===== src/rtl/spi_word_pkg.sv =====
// Shared types and sizing helpers for the SPI word sender.
package spi_word_pkg;
  localparam int WORD_W   = 16;
  localparam int BITCNT_W = 4;

  typedef enum logic [1:0] {IDLE, SETUP, SHIFT, HOLD} state_t;

  function automatic int div_cnt_w(input int div);
    return $clog2(div + 1);
  endfunction
endpackage


===== src/rtl/sclk_tick_gen.sv =====
// Half-period tick generator: one-cycle tick every CLK_DIV cycles, restarted by clear.
module sclk_tick_gen
  import spi_word_pkg::*;
#(
  parameter int CLK_DIV = 4
) (
  input  logic clk,
  input  logic resetn,
  input  logic clear,
  output logic tick
);
  localparam int CNT_W = div_cnt_w(CLK_DIV);
  localparam logic [CNT_W-1:0] LAST = CNT_W'(CLK_DIV - 1);

  logic [CNT_W-1:0] cnt;

  always_ff @(posedge clk or negedge resetn) begin
    if (!resetn) begin
      cnt <= '0;
    end else if (clear || cnt == LAST) begin
      cnt <= '0;
    end else begin
      cnt <= cnt + CNT_W'(1);
    end
  end

  assign tick = (cnt == LAST);
endmodule


===== src/rtl/spi_word_sender.sv =====
// Mode-0 SPI word serializer (MSB first, sclk idles low) with valid/ready input.
// Optional miso receive path enabled by defining SPI_WORD_RX_EN.
module spi_word_sender
  import spi_word_pkg::*;
#(
  parameter int CLK_DIV = 4
) (
  input  logic              clk,
  input  logic              resetn,
  input  logic              tx_valid,
  input  logic [WORD_W-1:0] tx_data,
  output logic              tx_ready,
  output logic              sclk,
  output logic              mosi,
  output logic              cs_n,
  output logic              done
`ifdef SPI_WORD_RX_EN
  ,
  input  logic              miso,
  output logic [WORD_W-1:0] rx_data
`endif
);
  state_t state, state_nxt;
  logic tick, clear;
  logic accept, toggle, shift_en, finish;
  logic [BITCNT_W-1:0] bitcnt;
  // Bit 15 leaves on mosi at accept, so only the remaining 15 bits are held.
  logic [WORD_W-2:0] shift_reg;

  // Restarting the divider on every state change keeps sclk phase fixed per frame.
  assign clear = (state_nxt != state);

  sclk_tick_gen #(.CLK_DIV(CLK_DIV)) u_tick (
    .clk    (clk),
    .resetn (resetn),
    .clear  (clear),
    .tick   (tick)
  );

  always_ff @(posedge clk or negedge resetn) begin
    if (!resetn) begin
      state <= IDLE;
    end else begin
      state <= state_nxt;
    end
  end

  always_comb begin
    state_nxt = state;
    case (state)
      IDLE:  if (tx_valid) state_nxt = SETUP;
      SETUP: if (tick) state_nxt = SHIFT;
      SHIFT: if (tick && sclk && bitcnt == '0) state_nxt = HOLD;
      HOLD:  if (tick) state_nxt = IDLE;
      default: state_nxt = IDLE;
    endcase
  end

  always_comb begin
    tx_ready = (state == IDLE);
    accept   = tx_ready && tx_valid;
    toggle   = (state == SHIFT) && tick;
    shift_en = toggle && sclk && (bitcnt != '0);
    finish   = (state == HOLD) && tick;
  end

  always_ff @(posedge clk or negedge resetn) begin
    if (!resetn) begin
      sclk   <= 1'b0;
      mosi   <= 1'b0;
      cs_n   <= 1'b1;
      done   <= 1'b0;
      bitcnt <= '0;
    end else begin
      done <= finish;
      if (accept) begin
        cs_n   <= 1'b0;
        mosi   <= tx_data[WORD_W-1];
        bitcnt <= BITCNT_W'(WORD_W - 1);
      end else if (finish) begin
        cs_n <= 1'b1;
      end
      if (toggle) begin
        sclk <= ~sclk;
      end
      if (shift_en) begin
        mosi   <= shift_reg[WORD_W-2];
        bitcnt <= bitcnt - BITCNT_W'(1);
      end
    end
  end

  always_ff @(posedge clk) begin
    if (accept) begin
      shift_reg <= tx_data[WORD_W-2:0];
    end else if (shift_en) begin
      shift_reg <= {shift_reg[WORD_W-3:0], 1'b0};
    end
  end

`ifdef SPI_WORD_RX_EN
  logic [WORD_W-1:0] rx_shift;
  logic              rx_sample;

  // miso is captured on the edge that raises sclk.
  assign rx_sample = toggle && !sclk;

  always_ff @(posedge clk or negedge resetn) begin
    if (!resetn) begin
      rx_shift <= '0;
      rx_data  <= '0;
    end else begin
      if (rx_sample) begin
        rx_shift <= {rx_shift[WORD_W-2:0], miso};
      end
      if (finish) begin
        rx_data <= rx_shift;
      end
    end
  end
`endif
endmodule


===== config.mk =====
export PLATFORM = sky130hd
export DESIGN_NAME = spi_word_sender
export DESIGN_NICKNAME = d
export VERILOG_FILES = /design/src/rtl/spi_word_pkg.sv /design/src/rtl/sclk_tick_gen.sv /design/src/rtl/spi_word_sender.sv
export SDC_FILE = /design/constraint.sdc
export NUM_CORES = 1
export LEC_CHECK = 0
export CORE_MARGIN = 2
export CORE_UTILIZATION = 51
export CTS_CLUSTER_SIZE = 8
export DETAILED_ROUTE_END_ITERATION = 7
export PLACE_DENSITY = 0.78
export SYNTH_ARGS = -nofsm -noshare
export SYNTH_HDL_FRONTEND = slang
export SYNTH_SLANG_ARGS = --single-unit

===== constraint.sdc =====
create_clock -name clk -period 2.5 [get_ports clk]
set_clock_uncertainty 0.05 [all_clocks]
set_input_delay 0.5 -clock clk [delete_from_list [all_inputs] [get_ports clk]]
set_output_delay 0.5 -clock clk [all_outputs]
set_load 0.005 [all_outputs]

==> results of run 1 <==
==> power breakdown <==
group / internal (mW) / total, mW / leakage (nW) / switching [mW]
clock network: 0.0583 / 0.184 / 0.0154 / 0.125
registers: 0.648 / 0.733 / 0.283 / 0.0852
logic: 0.250 / 0.433 / 0.326 / 0.183
total: 0.956 / 1.35 / 0.624 / 0.394
==> worst max-delay path, cell delays in order (launching register included) <==
cell             delay, ns
dfrtp_1               0.50
nor2_1                0.13
clkdlybuf4s50_1       0.50
==> layout by cell type (no fill, tap or decap), drive strengths merged <==
cell type	n
a211oi	4
a21oi	4
a221o	1
and2	1
and3	4
and4b	1
buf	2
clkbuf	3
clkdlybuf4s50	23
clkinv	1
dfrtp	12
dfstp	1
edfxtp	15
ha	4
inv	8
mux2	14
nand2	2
nand4b	1
nor2	3
nor3	5
nor3b	3
nor4	1
o21ai	1
o21bai	2
or3b	1
xnor2	1
xor2	1
==> stage by stage <==
| stage | util | cells | instance area [um^2] |
|---|---|---|---|
| after floorplan | - | 95 | 1310 |
| after global placement | 0.635 | 145 | 1560 |
| after detailed placement | 0.635 | 145 | 1560 |
| after CTS | 0.646 | 149 | 1590 |
| after global routing | 0.646 | 149 | 1590 |
| final | 0.646 | 149 | 1590 |
==> metal layers <==
metal	track usage	share of wire	vias up
met5	0	0	-
met4	0.0667	0.0077	0
met3	0.0246	0.049	2
met2	0.288	0.50	19
met1	0.204	0.45	388
li1	-	-	391
==> final cells by class <==
class,count,area [um^2]
clock buffer,3,22.5
clock inverter,1,3.75
fill,191,870
inverter,8,30.0
multi-input combinational,54,457
sequential,28,777
tap,30,37.5
timing repair buffer,25,258
==> logic make-up after synthesis <==
logic type,synth area share
flip-flops,0.591
XOR/XNOR,0.0133
buffers and inverters,0.0609
multiplexers,0.120
adder cells (fa/ha/maj),0.0381
AND/OR/NAND/NOR,0.112
AO/OA/AOI/OAI,0.0638
==> final timing paths <==
check / endpoint / slack (ns)
min reg2reg: u_tick.cnt[0] / 0.41
max reg2reg: shift_reg[9] / 0.51
max: tx_ready / 0.51
min in group asynchronous: u_tick.cnt[1] / 0.49
min: u_tick.cnt[0] / 0.41
max in group asynchronous: cs_n / 1.53
==> out/results.tsv, run 1 <==
metric	value	unit
syn nets	118	
Setup WS post-layout	0.510	ns
Tmin final	1.99	ns
max cap viols	0	
Final Max Tran Viols	0	
core area	2450	um^2
io pins	24	
Avg Cell Area, Syn	13.8	um^2
starting density of the core	0.535	
Fmax achieved	503	MHz
Area Overhead vs Synth	20.7	%
Die H	54.8	um
CP Capture Type	output port	
Worst Path Class, Setup	flip-flop to output port	
clk buf depth	2	
setup_tns	0	ns
Final Net Count	143	
max reg flops	15	
post-place setup slack	0.401	ns
CTS tree	done	
largest net degree at the start of global routing	25	
worst slew pin tran	0.590	ns
reg-to-reg startpoint	u_tick.cnt[0]	
top-count cell post-synth	edfxtp_1	
# diodes	0	
Post-CTS Setup Inserts	0	
Static Leak	0.624	nW
Post-synth top flop	edfxtp_1	
first-pass GRT wire length	3500	um
Post-synth EDFFs	15	
routability cong.	0.776	
CP Launch Type	flip-flop	
post-CTS sizing	0	
Worst EP required	1.95	ns
Worst-path clk slew	0.14	ns
via count of the routed design	800	
Cell variety after synth	31	
Reg2Reg Depth	6	
ranking of synthesized cells by area	edfxtp_1 34%, dfrtp_1 23%, mux2_2 11%	
Wirelength per Cell	14.0	um
Root Driver	clkbuf_4	
drt initial violations	7	
# rows	18	
Min-Delay Path Depth	1	
Power Dens Cells	852	nW/um^2
first-pass iteration count of the detailed router	4	
Peak supply drop	0.000584	V
die area	3000	um^2
status	complete, no violations	
unrepaired setup endpoints after global routing	no	
Total Wirelength	2080	um
number of I/O port buffers	23	
Via density	5.37	
DRC Markers	0	
Data arrival, critical path	1.44	ns
post-synthesis cell count	95	
vias in the first global route	825	
CP Launch Point	state[0]	
TritonCTS Buffers	3	
hold_buf cts	0	
asr flop ratio synth	0.464	
clk sinks	28	
highest net fanout along the worst path	8	
share of layout cells above drive strength 1	0.202	
Mapped Area	1310	um^2
Post-DRT Antenna Nets	0	
Total Routing Usage GR	0.166	
grt ovf	0	
Relative slew margins	0.605	
total of warnings raised by yosys	0	
period utilization	0.796	
Hold Startpoint	u_tick.cnt[0]	
Synth top cells by count	15 x edfxtp_1, 13 x mux2_2, 12 x dfrtp_1	
final hold vios	0	
sequential-to-total area share from yosys stat	0.591	
initial antenna violation count	0	
Finish-stage setup viols	0	
Synth top area share	0.343	
H-tree levels	1	
Final HPWL DP	1540	um
Clk Latency, worst-skew pair	0.31	ns
largest area contributor in the netlist	edfxtp_1	
Seq cells post-synth	28	
power after layout	1.35	mW
Hold Crit Class	flip-flop to flip-flop	
hold slack	0.407	ns
die width	54.8	um
Note: power is estimated with default switching activity, not from simulation.
==> run 2: changes to the inputs <==
Settings changed: CORE_UTILIZATION 51 to 46, PLACE_DENSITY 0.78 to 0.74.
Clock period 2.5 ns to 1.7 ns, I/O delays scaled along.
==> run 2 against run 1 <==
Effect of this change:
- cell area rose by 9.4%
- final cell count rose by 11%
- critical endpoint is now shift_reg[12]
- the flow now finishes with violations (negative setup slack)
- sequential power rose by 42%
- highest routed layer unchanged
- worst setup slack got worse by 0.51 ns
- critical path depth rose by 3
- non-clock buffer count rose by 15
- combinational power rose by 110%
==> out/results.tsv, run 2 (synthesis gave the netlist of run 1 again) <==
metric	value	unit	change
Worst-path clk slew	0.14	ns	about the same
Final HPWL DP	1590	um	+2.9%
Via density	5.25		-2.2%
TritonCTS Buffers	3		unchanged
io pins	24		unchanged
Final Max Tran Viols	0		unchanged
Static Leak	0.690	nW	+11%
Wirelength per Cell	13.8	um	-0.97%
drt initial violations	11		+4
Worst EP required	1.74	ns	-0.21 ns
status	complete, but fails checks		
H-tree levels	1		unchanged
die area	3300	um^2	+10%
CTS tree	done		
via count of the routed design	866		+8.3%
share of layout cells above drive strength 1	0.366		+0.164
Clk Latency, worst-skew pair	0.32	ns	about the same
Relative slew margins	0.601		-0.00414
max reg flops	15		unchanged
largest net degree at the start of global routing	21		-16%
power after layout	2.21	mW	+64%
Worst Path Class, Setup	flip-flop to flip-flop		
highest net fanout along the worst path	15		+7
Reg2Reg Depth	5		-1
DRC Markers	0		unchanged
hold slack	0.321	ns	-0.0858 ns
most frequent cells in the layout	21 x clkdlybuf4s50_1, 15 x buf_4, 15 x edfxtp_1		
final core occ	0.634		-0.0114
most common cell after layout, fill and taps aside	clkdlybuf4s50_1		
vias in the first global route	855		+3.6%
Setup WS post-layout	-0.00440	ns	-0.515 ns
Final Net Count	158		+10%
grt ovf	0		unchanged
unrepaired setup endpoints after global routing	yes		
Finish-stage setup viols	15		+15
routability cong.	0.729		-6.1%
failing checks	negative setup slack		
die width	57.4	um	+4.9%
FILL cells	219		+15%
post-place setup slack	-0.182	ns	-0.583 ns
period utilization	1.00		
Total Wirelength	2280	um	+9.7%
starting density of the core	0.481		-0.0546
Power Dens Cells	1280	nW/um^2	+50%
first-pass iteration count of the detailed router	4		unchanged
Fmax achieved	587	MHz	
CP Capture Type	flip-flop		
Total Routing Usage GR	0.149		-0.0162
# diodes	0		unchanged
core area	2730	um^2	+11%
CP Launch Type	flip-flop		
number of I/O port buffers	23		unchanged
Die H	57.4	um	+4.9%
# placed instances	152		+4.8%
# rows	19		+1
clk buf depth	2		unchanged
worst slew pin tran	0.596	ns	+0.00619 ns
clk sinks	28		unchanged
Post-DRT Antenna Nets	0		unchanged
final hold vios	0		unchanged
Layout Cells excl Fill	165		+11%
max cap viols	0		unchanged
Tmin final	1.70	ns	
first-pass GRT wire length	3680	um	+5.1%
Root Driver	clkbuf_4		
Peak supply drop	0.00101	V	+73%
Data arrival, critical path	1.75	ns	+0.31 ns
Area Overhead vs Synth	32.0	%	
initial antenna violation count	0		unchanged
Hold Crit Class	input pin to async pin		
## run 2: timing repair
item,4_1_cts,5_1_grt
endpoints found under the setup margin,5,20
hold buffers,0,0
setup buffers,2,7
pin swaps,0,3
hold endpoints to repair,0,0
resized for setup,5,8
## run 2: where the power goes
part	internal (mW)	switching [mW]	total, mW
sequential	0.957	0.0779	1.04
clock	0.0920	0.187	0.279
combinational	0.520	0.378	0.898
## run 2: per-stage QoR
step	TNS, ns	cell area [um^2]
after global placement	-3.73	1620
after floorplan	0	1330
after global routing	-0.865	1730
after detailed placement	-4.54	1620
final	-0.0359	1730
after CTS	-0.00458	1660
## run 2: routing by layer
layer  part of all wire  up-vias  global-route usage
met2               0.51       27               0.247
met5                  0        -                   0
li1                   -      422                   -
met4              0.019        0              0.0631
met3              0.050        9              0.0544
met1               0.42      408               0.175
## run 2: cell type report
class	instances	area (um^2)	area share
clock buffer	4	26.3	0.0152
inverter	8	35.0	0.0202
multi-input combinational	54	483	0.278
sequential	28	779	0.449
tap	31	38.8	0.0224
timing repair buffer	40	372	0.214
## run 2: final timing paths
kind                                from             to  slack [ns]
setup reg to reg               bitcnt[0]  shift_reg[12]      -0.004
setup / recovery               bitcnt[0]  shift_reg[12]      -0.004
max in group asynchronous         resetn       state[0]        0.86
hold reg to reg            u_tick.cnt[0]  u_tick.cnt[0]        0.41
hold / removal                    resetn  u_tick.cnt[0]        0.32
min in group clk           u_tick.cnt[0]  u_tick.cnt[0]        0.41
## run 2: worst max-delay path, cell delays in order, from the launching register on
cell	delay, ns
dfrtp_1	0.44
inv_2	0.07
ha_2	0.17
or3b_4	0.41
a21oi_4	0.22
inv_6	0.11
==> run 3: changes to the inputs <==
Settings changed: CORE_UTILIZATION 46 to 50, PLACE_DENSITY 0.74 to 0.77.
Clock period 1.7 ns to 1.73 ns, I/O delays scaled along.
==> run 3 against run 2 <==
Effect of this change:
- the run now ends clean
- via count decreased by 1.0%
- combinational power decreased by 1%
- sequential share of layout area increased by 0.20 points
- maximum frequency increased by 0.66%
- register-to-register slack improved by 0.04 ns
- utilization increased by 6.3 points
==> out/results.tsv, run 3 (synthesis gave the netlist of run 1 again) <==
metric	value	unit	change
hold slack	0.335	ns	+0.0140 ns
H-tree levels	1		unchanged
Die H	55.3	um	-3.8%
number of I/O port buffers	23		unchanged
first-pass GRT wire length	4020	um	+9.2%
initial antenna violation count	0		unchanged
Hold Crit Class	input pin to async pin		
footprint of the multi-input gates	492	um^2	+1.8%
CTS tree	done		
vias in the first global route	873		+2.1%
TritonCTS Buffers	3		unchanged
max cap viols	0		unchanged
CP max stage delay	0.42	ns	-0.02 ns
# diodes	0		unchanged
routability cong.	0.753		+3.3%
FILL cells	185		-16%
Final Max Tran Viols	0		unchanged
post-place setup slack	-0.162	ns	+0.0196 ns
clk buf depth	2		unchanged
Worst R2R Setup Slack	0.04	ns	+0.04 ns
routed wl met3	84	um	-26%
Design Area, Final	1730	um^2	-0.43%
Root Driver	clkbuf_4		
most frequent cells in the layout	21 x clkdlybuf4s50_1, 15 x edfxtp_1, 13 x mux2_2, 13 x buf_4, 10 x dfrtp_1		
setup_tns	0	ns	+0.0359 ns
Clk Latency, worst-skew pair	0.31	ns	about the same
register area	779	um^2	unchanged
status	complete, no violations		
Relative slew margins	0.605		+0.00411
Worst Path Class, Setup	flip-flop to flip-flop		
Fmax achieved	591	MHz	+0.66%
Total Routing Usage GR	0.167		+0.0179
Top Family by Delay on Critical Path	flip-flops		
Tmin final	1.69	ns	-0.0112 ns
io pins	24		unchanged
Wirelength per Cell	14.9	um	+7.5%
highest net fanout along the worst path	15		unchanged
grt ovf	0		unchanged
core area	2480	um^2	-9.4%
first-pass iteration count of the detailed router	4		unchanged
final hold vios	0		unchanged
CP Capture Type	flip-flop		
met1 wire length	990	um	+2.8%
unrepaired setup endpoints after global routing	yes		
Final Net Count	156		-1.3%
Static Leak	0.683	nW	-0.99%
Area Overhead vs Synth	31.4	%	
worst slew pin tran	0.590	ns	-0.00615 ns
buffers plus inverters on the worst setup path	2		unchanged
drt initial violations	17		+6
top routing layer used	met4		
Setup WS post-layout	0.0368	ns	+0.0412 ns
Slowest-stage cell, CP	dfrtp_1		
share of layout cells above drive strength 1	0.341		-0.0248
Total Wirelength	2410	um	+5.6%
DRC Markers	0		unchanged
most common cell after layout, fill and taps aside	clkdlybuf4s50_1		
largest net degree at the start of global routing	19		-9.5%
reg-to-reg startpoint	bitcnt[0]		
clk sinks	28		unchanged
DP Area	1610	um^2	about the same
Peak supply drop	0.000912	V	-9.8%
Worst EP required	1.76	ns	+0.02 ns
period utilization	0.979		-0.0239
critical-path cell list	inv_2 > ha_4 > or3b_4 > a21oi_4 > inv_6		
starting density of the core	0.530		+0.0498
max reg flops	15		unchanged
Finish-stage setup viols	0		-15
die width	55.3	um	-3.8%
Met2 Wirelength	1320	um	+14%
die area	3050	um^2	-7.4%
Via density	5.29		+0.79%
Final HPWL DP	1630	um	+2.5%
Reg2Reg Depth	5		unchanged
hold_buf cts	0		unchanged
Worst-path clk slew	0.14	ns	about the same
CP Launch Type	flip-flop		
via count of the routed design	857		-1.0%
Post-DRT Antenna Nets	0		unchanged
# rows	18		-1
Data arrival, critical path	1.72	ns	-0.03 ns
Power Dens Cells	1260	nW/um^2	-1.3%
Crit Reg-Reg Endpoint	shift_reg[1]		
run 3: cell count changes in the layout (fill, tap and decap cells not counted), sizes merged:
cell,before,now
buf,17,15
run 3: worst max-delay path by stage:
| stage | to | cells past startpoint | from |
|---|---|---|---|
| finish | shift_reg[1] | 5 | bitcnt[0] |
| CTS | shift_reg[9] | 5 | bitcnt[0] |
| floorplan | mosi | 6 | u_tick.cnt[0] |
| global placement | shift_reg[4] | 4 | tx_valid |
| detailed placement | shift_reg[12] | 4 | tx_valid |
| global route | shift_reg[1] | 5 | bitcnt[0] |
run 3: area by class of cell:
| class | instances | area share |
|---|---|---|
| Clock buffer | 4 | 0.0152 |
| Timing Repair Buffer | 38 | 0.207 |
| Multi-Input combinational cell | 54 | 0.285 |
| Inverter | 8 | 0.0203 |
| Tap cell | 30 | 0.0217 |
| Sequential cell | 28 | 0.451 |
run 3: power breakdown:
part           internal [mW]  switching [mW]
Combinational          0.500           0.384
Clock                 0.0901           0.175
Sequential             0.941          0.0836
run 3: stage by stage:
stage	instances	power [mW]	util
after floorplan	95	1.52	-
after global placement	151	1.75	0.652
after detailed placement	151	1.79	0.652
after CTS	157	2.08	0.668
after global routing	162	2.34	0.697
final	162	2.17	0.697
run 3: per-layer routing:
layer  GRT usage  vias up
li1            -      417
met1       0.217      416
met2       0.274       22
met3      0.0304        2
met4      0.0732        0
met5           0        -
run 3: timing repair:
action,4_1_cts,5_1_grt
pin swaps,1,2
setup endpoints to repair,17,21
setup buffers,2,5
resized for setup,4,9
hold endpoints to repair,0,0
